==> src/rtl/uart_rx_fifo.sv <==
// Receive-side FIFO behind the UART receiver: strobe-captured words, show-ahead VALID/READY output,
// fill level and sticky overrun. Optional WMARK level output under UART_RX_FIFO_WATERMARK_EN.
module uart_rx_fifo #(
  parameter int unsigned Wdata = 8,
  parameter int unsigned Depth = 16
`ifdef UART_RX_FIFO_WATERMARK_EN
  ,
  parameter int unsigned Wmark = Depth / 2
`endif
) (
  input  logic                       CLK,
  input  logic                       RST,
  input  logic [Wdata-1:0]           DIN,
  input  logic                       STB,
  output logic [Wdata-1:0]           DOUT,
  output logic                       VALID,
  input  logic                       READY,
  output logic [$clog2(Depth+1)-1:0] LEVEL,
  output logic                       EMPTY,
  output logic                       FULL,
  output logic                       OVERRUN,
`ifdef UART_RX_FIFO_WATERMARK_EN
  output logic                       WMARK,
`endif
  input  logic                       CLR_OVR
);

  localparam int unsigned Aw = $clog2(Depth);
  localparam int unsigned Lw = $clog2(Depth + 1);

  logic [Wdata-1:0] mem_q [Depth];
  logic [Aw-1:0]    wr_ptr_q, rd_ptr_q;
  logic [Lw-1:0]    level_q, level_d;
  logic             valid_q;
  logic             overrun_q, overrun_d;
  logic             full, pop, push, ovr_evt;

  assign full = (level_q == Lw'(Depth));

  always_comb begin
    pop       = valid_q & READY;
    // A pop in the same cycle frees a slot, so a full FIFO still accepts the strobe.
    push      = STB & (~full | pop);
    ovr_evt   = STB & full & ~pop;
    level_d   = level_q;
    overrun_d = overrun_q;
    if (push && !pop) begin
      level_d = level_q + 1'b1;
    end else if (pop && !push) begin
      level_d = level_q - 1'b1;
    end
    if (CLR_OVR) overrun_d = 1'b0;
    if (ovr_evt) overrun_d = 1'b1;
  end

  always_ff @(posedge CLK) begin
    if (RST) begin
      wr_ptr_q  <= '0;
      rd_ptr_q  <= '0;
      level_q   <= '0;
      valid_q   <= 1'b0;
      overrun_q <= 1'b0;
      // Storage is cleared too so DOUT reads zero out of reset.
      for (int i = 0; i < Depth; i++) begin
        mem_q[i] <= '0;
      end
    end else begin
      if (push) begin
        mem_q[wr_ptr_q] <= DIN;
        wr_ptr_q        <= wr_ptr_q + 1'b1;
      end
      if (pop) begin
        rd_ptr_q <= rd_ptr_q + 1'b1;
      end
      level_q   <= level_d;
      valid_q   <= (level_d != '0);
      overrun_q <= overrun_d;
    end
  end

`ifdef UART_RX_FIFO_WATERMARK_EN
  logic wmark_q;

  always_ff @(posedge CLK) begin
    if (RST) begin
      wmark_q <= 1'b0;
    end else begin
      wmark_q <= (level_d >= Lw'(Wmark));
    end
  end

  assign WMARK = wmark_q;
`endif

  assign DOUT    = mem_q[rd_ptr_q];
  assign VALID   = valid_q;
  assign LEVEL   = level_q;
  assign EMPTY   = (level_q == '0);
  assign FULL    = full;
  assign OVERRUN = overrun_q;

endmodule

==> config.mk <==
export PLATFORM = sky130hd
export DESIGN_NAME = uart_rx_fifo
export DESIGN_NICKNAME = d
export VERILOG_FILES = /design/src/rtl/uart_rx_fifo.sv
export SDC_FILE = /design/constraint.sdc
export NUM_CORES = 1
export LEC_CHECK = 0
export BUFFER_PORTS_ARGS = -buffer_cell sky130_fd_sc_hd__buf_4
export CORE_AREA = 5 5 127 142
export CTS_BUF_LIST = sky130_fd_sc_hd__clkbuf_4 sky130_fd_sc_hd__clkbuf_8 sky130_fd_sc_hd__clkbuf_16
export CTS_CLUSTER_SIZE = 8
export DETAILED_ROUTE_END_ITERATION = 7
export DIE_AREA = 0 0 132 147
export PLACE_DENSITY = 0.64
export REMOVE_ABC_BUFFERS = 1
export SETUP_SLACK_MARGIN = 0.3
export SYNTH_ARGS = -nofsm -noshare
export SYNTH_HDL_FRONTEND = slang
export SYNTH_SLANG_ARGS = --single-unit
==> constraint.sdc <==
create_clock -name CLK -period 1.9 [get_ports CLK]
set_input_delay 0.095 -clock CLK [delete_from_list [all_inputs] [get_ports CLK]]
set_output_delay 0.095 -clock CLK [all_outputs]
set_load 0.02 [all_outputs]
; ---- Word-level counts from Yosys, hierarchy flattened
; Memory sizes are Yosys's and may differ from the RTL's. A register that Yosys moved wholly into a read port is not among the register bits.
; Cells that the tools add are included.
[totals]
register_bits = 15
ram_bits = 128
in_bits = 13
wordCells = 40
n_memories = 1
[mem_list]
columns = memory, depth, word_bits, read_ports, rd_clocked_by_memory_dff, write_ports, line
row1 = mem_q, 16, 8, 1, 1, 16, 31  ; logic [Wdata-1:0] mem_q [Depth];
[op_classes]
addsub = 4
n_eq_ne = 1
n_mux = 14
bitwise_logic = 7
n_reduce_logical = 8
[op_table]
columns = operator, n
row1 = 4-bit 2-to-1 mux, 3
row2 = 5-bit 2-to-1 mux, 2
row3 = "4-bit by 1-bit adder with 4-bit output, second input constant", 2
row4 = 1-bit 2-to-1 mux, 8
row5 = 8-bit 2-to-1 mux, 1
row6 = 8-bit OR reduction, 1
row7 = "5-bit by 1-bit adder with 5-bit output, second input constant", 1
row8 = "5-bit equality test, second input constant", 1
row9 = 5-bit logical NOT, 1
row10 = 5-bit nonzero test, 1
row11 = "5-bit by 1-bit subtractor with 5-bit output, second input constant", 1
row12 = 1-bit AND, 4
row13 = 1-bit logical AND, 2
row14 = 1-bit logical NOT, 2
row15 = 1-bit inverter, 2
row16 = 2-bit nonzero test, 1
row17 = 1-bit OR, 1

; ---- Longest topological paths before layout
; Gate-level depths: netlist (run 1).
[logic_depth]
word_depth = 9
depth_mapped = 8
ltp_nobuf = 7

; ---- Worst setup path before layout (run 1)
; Ideal clock, no wire load.
[synth_timing]
path_type = flip-flop to flip-flop
startpoint = register level_q[0], in the netlist LEVEL[0]
endpoint = memory mem_q[2][0] (enable)
arrival_time_ns = 2.032
required_ns = 1.571
slack_ns = -0.461
path_stages_with_launch = 9
n_path_buf = 1
period_less_slack_ns = 2.361
path_cell_list = dfxtp_1 > inv_1 > ha_1 > nor4bb_1 > buf_2 > a21oi_1 > nand2_1 > nor3_2 > or2_1
[synth_lines]
columns = item, line
row1 = from (decl), 33  ; logic [Lw-1:0] level_q, level_d;
row2 = from (signal assigned), 75  ; level_q <= level_d;
row3 = to (decl), 31

==> flow_summary.yaml, run 1 <==
drt:
  routed_wl_um: 16100
  dr.pass1.iters: 4
  wl_per_cell_um: 21.4
  ant_nets: 0
  drc: 0
  via_per_inst: 5.24
  drt_iter0_drc: 270
  vias: 3930
layout:
  syn_to_final_growth_pct: 30.7
  fin_nets: 549
  n_antenna_cell: 0
  multi_input_area_um2: 2920
  fillers: 1305
  stdcell_count: 750
  layout_commonest_cell: "edfxtp_1"
  final_cell_mix: "edfxtp_1 (128), and2_4 (91), mux4_2 (40)"
  seqCellArea_um2: 4230
  layout-drive-gt1-share: 0.546
global_route:
  grt_max_degree: 33
  grt_pass1_vias: 4160
  grt_pass1_wl_um: 24600
  antenna_found_initial: 0
  grt_overflow: 0
  grtUsageTotal: 0.170
status:
  failed_checks: "setup timing"
  status: "complete, but fails checks"
critical_path:
  slowest_stage: "mux4_2"
  r2r_slack_ns: -0.11
  crit_fanout: 9
  worstSetupEndpointType: "primary output"
  critPathKind: "register to primary output"
  critical_path_required_ns: 1.80
  arrival_ns: 2.27
  crit_chain: "buf_12 > mux4_2 > mux4_2 > buf_6"
  timing.rr.start: "LEVEL[0]"
  max_stage_delay_ns: 0.56
  reg2reg_depth: 9
  crit_top_cell: "mux4_2"
  worstReg2RegEnd: "mem_q[1][7]"
  cp-start-kind: "register"
yosys:
  ys_ff_latch: 147
  synth-edff-count: 128
  avgSynthCellArea_um2: 14.8
  ys_warn_count: 0
  synth.distinct_cells: 38
  ys_async_sr_fraction: 0
  synth_ff_type: "edfxtp_1"
  syn-cell-area_um2: 6760
  ys_seq_area_frac: 0.625
  syn_inst: 456
pwr:
  sequentialPowerShare: 0.465
  power_switching_mw: 1.87
  p_leak_nw: 3.32
  power.internal_mw: 6.17
  power.density_nw_per_um2: 910
  combPwrFrac: 0.154
  power_mw: 8.04
  sw_frac_of_total: 0.232
  peakVddDrop_v: 0.000686
  p_clk_frac: 0.381
sta:
  rsz0062_at_grt: "true"
  worst-slew-pin-transition_ns: 0.579
  setup-violations-final: 149
  layout_min_cycle_time_ns: 2.36
  drv_slew: 0
  setup_ws_ns: -0.464
  fmax_mhz: 423
  skew_ns: 0.00746
  final_hold_viol_count: 0
  min_period_over_period: 1.24
  relSlewSlack: 0.613
cts:
  cts_made_buffers: 17
  cts_tree: "built"
  htree_num_levels: 4
  clk_pin_slew_ns: 0.05
  clock-root-buffer: "clkbuf_16"
  cts_num_sinks: 147
  cts.path.max_buffers: 2
  clk-insertion-delay-late_ns: 0.42
placement:
  place_hpwl_um: 10700
  port_buffers: 29
  gp_congestion: 0.870
  placedCellCount: 702
flow_run:
  cap_violations: 0
worst_hold_path:
  hold_end: "wr_ptr_q[1]"
  hold_start: "STB"
  hold_depth: 3
  hp-class: "input pin to register"
floorplan:
  die_area_um2: 19400
  start_util: 0.407
  num_rows: 50
  io_pins: 30
  die_w_um: 132
  core-area_um2: 16600
  die_y_um: 147
## power by group through the flow
stage          clock network [mW]  registers (mW)  logic, mW
3_5_place_dp                    0            3.79       1.00
6_report                     3.06            3.74       1.24
3_3_place_gp                    0            3.78      0.982
5_1_grt                      3.24            3.75       1.31
2_1_floorplan                   0            3.84      0.487
4_1_cts                      3.11            3.73       1.17
## state kept, by name, indices dropped and copies added (netlist names), named ones only
signal,cells
mem_q,128
LEVEL,5
rd_ptr_q,4
wr_ptr_q,4
OVERRUN,1
VALID,1
## metal layers
layer | part of all wire | GRT usage | vias to the layer above
met5 | 0 | 0 | -
met4 | 0.019 | 0.0520 | 0
met3 | 0.050 | 0.0469 | 21
met2 | 0.53 | 0.293 | 96
met1 | 0.40 | 0.209 | 2005
li1 | - | - | 1808
## worst max-delay path, delay by kind of cell, from the launching register on
family | cells | cell delay [ns]
muxes | 2 | 1.05
buffers and inverters | 2 | 0.33
DFF | 1 | 0.45
## how the worst max path moves through the flow
stage,startpoint,to,cells past startpoint
final,register,DOUT[6],4
after global routing,register,DOUT[2],4
after CTS,register,DOUT[3],4
after detailed placement,LEVEL[0],mem_q[5][4],8
after global placement,LEVEL[0],mem_q[5][4],8
after floorplan,LEVEL[0],mem_q[13][0],7
## timing repair
action                                  CTS  global route
gates resized for setup                 159            43
hold endpoints to repair                  1             0
endpoints found under the setup margin  272           272
hold buffers                              1             0
buffers inserted                         10             3
pin swaps                                31            21
cloned                                    1             1
## Yosys cell counts (all sizes together), types with 3 or more instances
master / n / area (µm²)
and2: 129 / 807
edfxtp: 128 / 3840
mux4: 40 / 901
nor2: 26 / 97.6
dfxtp: 19 / 380
or2: 16 / 100
clkbuf: 15 / 56.3
nand2: 13 / 48.8
buf: 10 / 62.6
ha: 7 / 87.6
a21oi: 5 / 25.0
inv: 5 / 18.8
nor3: 5 / 45.0
xnor2: 5 / 43.8
nand3: 4 / 20.0
xor2: 4 / 35.0
nand2b: 3 / 18.8
nor2b: 3 / 18.8
## through the flow
step	area, µm²	setup slack [ns]	utilization	TNS [ns]	hold WS, ns
finish	8830	-0.464	0.533	-11.10	0.0742
global route	8830	-0.501	0.533	-24.80	0.0699
CTS	8640	-0.468	0.521	-9.43	0.0440
detailed placement	7430	-0.311	0.448	-55.26	0.410
global placement	7430	-0.268	0.448	-46.03	0.394
floorplan	6640	-1.10	-	-262.12	0.164
## final cells by class
class,instances,area share
Clock buffer,31,0.0608
Clock inverter,1,0.000567
Inverter,5,0.00213
Multi-Input combinational cell,279,0.331
Sequential cell,147,0.479
Tap cell,208,0.0295
Timing Repair Buffer,79,0.0967
## cell families (layout without fill, tap and decap cells)
family	after synthesis	count (layout)	share of synthesized area
fa+ha+maj	7	7	0.0130
xor+xnor	9	9	0.0117
mux	40	40	0.133
simple gates	209	209	0.183
compound gates	14	14	0.0137
flops	147	147	0.625
buf+inv	30	116	0.0204
Note: power is estimated with default switching activity, not from simulation.
==> inputs of run 2 (changes only) <==
--- a/config.mk
+++ b/config.mk
@@ -6,12 +6,14 @@
 export NUM_CORES = 1
 export LEC_CHECK = 0
 export BUFFER_PORTS_ARGS = -buffer_cell sky130_fd_sc_hd__buf_4
+export CELL_PAD_IN_SITES_DETAIL_PLACEMENT = 0
+export CELL_PAD_IN_SITES_GLOBAL_PLACEMENT = 1
 export CORE_AREA = 5 5 127 142
 export CTS_BUF_LIST = sky130_fd_sc_hd__clkbuf_4 sky130_fd_sc_hd__clkbuf_8 sky130_fd_sc_hd__clkbuf_16
 export CTS_CLUSTER_SIZE = 8
 export DETAILED_ROUTE_END_ITERATION = 7
 export DIE_AREA = 0 0 132 147
-export PLACE_DENSITY = 0.64
+export PLACE_DENSITY = 0.73
 export REMOVE_ABC_BUFFERS = 1
 export SETUP_SLACK_MARGIN = 0.3
 export SYNTH_ARGS = -nofsm -noshare
==> run 2 against run 1 <==
  * The flow still finishes with violations (setup timing)
  * Final cell count fell by 0.13%
  * Hold slack better by 0.12 ns
  * Combinational power about the same
  * Core utilization grew 0.78 points
  * First-iteration DRC count grew 12%
  * Power decreased by 0.26%
  * Via count up 1.4%
  * Register-to-register slack gained 0.12 ns
  * Critical path type unchanged
  * Cell area is 1.5% higher
  * Global-route usage up 0.73 points
  * Maximum frequency up 1.8%
  * Clock skew is 0.0026 ns lower
==> flow_summary.yaml, run 2 (synthesis results as in run 1) <==
pwr:
  p_leak_nw: 3.33
  power_switching_mw: 1.90
  power.internal_mw: 6.12
  sequentialPowerShare: 0.466
  peakVddDrop_v: 0.000622
  p_clk_frac: 0.377
  combPwrFrac: 0.157
  sw_frac_of_total: 0.237
  power_mw: 8.02
  power.density_nw_per_um2: 895
critical_path:
  crit_fanout: 9
  worstReg2RegEnd: "mem_q[7][2]"
  critical_path_required_ns: 1.80
  arrival_ns: 2.23
  timing.rr.start: "LEVEL[1]"
  cp-start-kind: "register"
  r2r_slack_ns: 0.01
  critPathKind: "register to primary output"
  reg2reg_depth: 9
  worstSetupEndpointType: "primary output"
placement:
  placedCellCount: 704
  placed_area_um2: 7440
  gp_congestion: 0.877
  dp_slack_ns: -0.290
  place_hpwl_um: 10900
  port_buffers: 29
worst_hold_path:
  hold_depth: 2
  hold_end: "mem_q[3][5]"
  hold_start: "DIN[5]"
  hp-class: "input pin to register"
layout:
  stdcell_count: 749
  fin_area_um2: 8960
  fillers: 1299
  layout_commonest_cell: "edfxtp_1"
  syn_to_final_growth_pct: 32.6
  n_antenna_cell: 0
  utilization: 0.540
  regMostFlops: "mem_q"
  multi_input_area_um2: 3090
  largest_reg_flops: 128
  seqCellArea_um2: 4230
  final_cell_mix: "edfxtp_1 (128), and2_4 (125), mux4_2 (40)"
  layout-drive-gt1-share: 0.608
  fin_nets: 550
sta:
  layout_min_cycle_time_ns: 2.32
  rsz0062_at_grt: "true"
  fmax_mhz: 431
  skew_ns: 0.00487
  final_hold_viol_count: 0
  relSlewSlack: 0.687
  whs_ns: 0.193
  worst-slew-pin-transition_ns: 0.470
  drv_slew: 0
  min_period_over_period: 1.22
  fin_tns_setup_ns: -3.27
  setup_ws_ns: -0.423
  setup-violations-final: 8
status:
  status: "complete, but fails checks"
  failed_checks: "setup timing"
cts:
  clk-insertion-delay-late_ns: 0.42
  cts_num_sinks: 147
  htree_num_levels: 4
  clock-root-buffer: "clkbuf_16"
  cts_made_buffers: 17
  cts.path.max_buffers: 2
  clk_pin_slew_ns: 0.06
  cts_tree: "built"
drt:
  dr.pass1.iters: 4
  via_per_inst: 5.32
  vias: 3985
  drc: 0
  ant_nets: 0
  drt_iter0_drc: 303
  wl_per_cell_um: 22.1
  routed_wl_um: 16600
global_route:
  grt_overflow: 0
  grt_max_degree: 33
  grtUsageTotal: 0.177
  grt_pass1_vias: 4200
  grt_pass1_wl_um: 25200
  antenna_found_initial: 0
floorplan:
  num_rows: 50
  core-area_um2: 16600
  io_pins: 30
  die_area_um2: 19400
  die_w_um: 132
  start_util: 0.407
  die_y_um: 147
flow_run:
  cap_violations: 0
==> run 2: cell types whose count changed in the layout (fill, tap and decap cells not counted), sizes merged <==
cell / delta
clkinv: +5
clkinvlp: +1
buf: +2
bufinv: +1
clkbuf: -10
==> run 2: what timing repair did <==
| action | in CTS | in global routing |
|---|---|---|
| setup endpoints to repair | 274 | 272 |
| resized for setup | 173 | 80 |
| gates cloned | 1 | 0 |
| pin swaps | 33 | 22 |
| hold buffers | 1 | 0 |
| setup buffers | 10 | 3 |
| endpoints found under the hold margin | 1 | 0 |
==> run 2: area by class of cell <==
| cell class | instances | area share |
|---|---|---|
| tap | 208 | 0.0291 |
| sequential | 147 | 0.472 |
| timing repair buffer | 80 | 0.0934 |
| clock buffer | 22 | 0.0517 |
| multi-input combinational | 279 | 0.344 |
| clock inverter | 8 | 0.00712 |
| inverter | 5 | 0.00209 |
==> run 2: worst max-delay path by stage <==
stage	startpoint	end	slack (ns)	depth (start not counted)
floorplan	LEVEL[0]	mem_q[13][0]	-1.10	7
global route	register	DOUT[2]	-0.49	4
global placement	LEVEL[0]	mem_q[9][0]	-0.24	7
finish	register	DOUT[2]	-0.42	4
detailed placement	LEVEL[0]	mem_q[9][5]	-0.29	7
CTS	register	DOUT[7]	-0.46	4
==> run 2: power groups by stage <==
stage / logic [mW] / clock network [mW] / registers [mW]
finish: 1.26 / 3.02 / 3.74
global route: 1.34 / 3.21 / 3.75
CTS: 1.18 / 3.07 / 3.74
detailed placement: 0.996 / 0 / 3.79
global placement: 0.982 / 0 / 3.79
floorplan: 0.487 / 0 / 3.84
==> run 2: critical path, stage by stage, from the launching register on <==
cell and delay, ns:
dfxtp_4 0.43, buf_12 0.16, mux4_2 0.55, mux4_2 0.51, buf_6 0.15
==> run 2: layer usage <==
layer / wire [µm] / vias to the layer above / part of all wire / track usage
li1: - / 1815 / - / -
met1: 6430 / 2038 / 0.39 / 0.214
met2: 8980 / 109 / 0.54 / 0.308
met3: 797 / 23 / 0.048 / 0.0411
met4: 365 / 0 / 0.022 / 0.0679
met5: 0 / - / 0 / 0
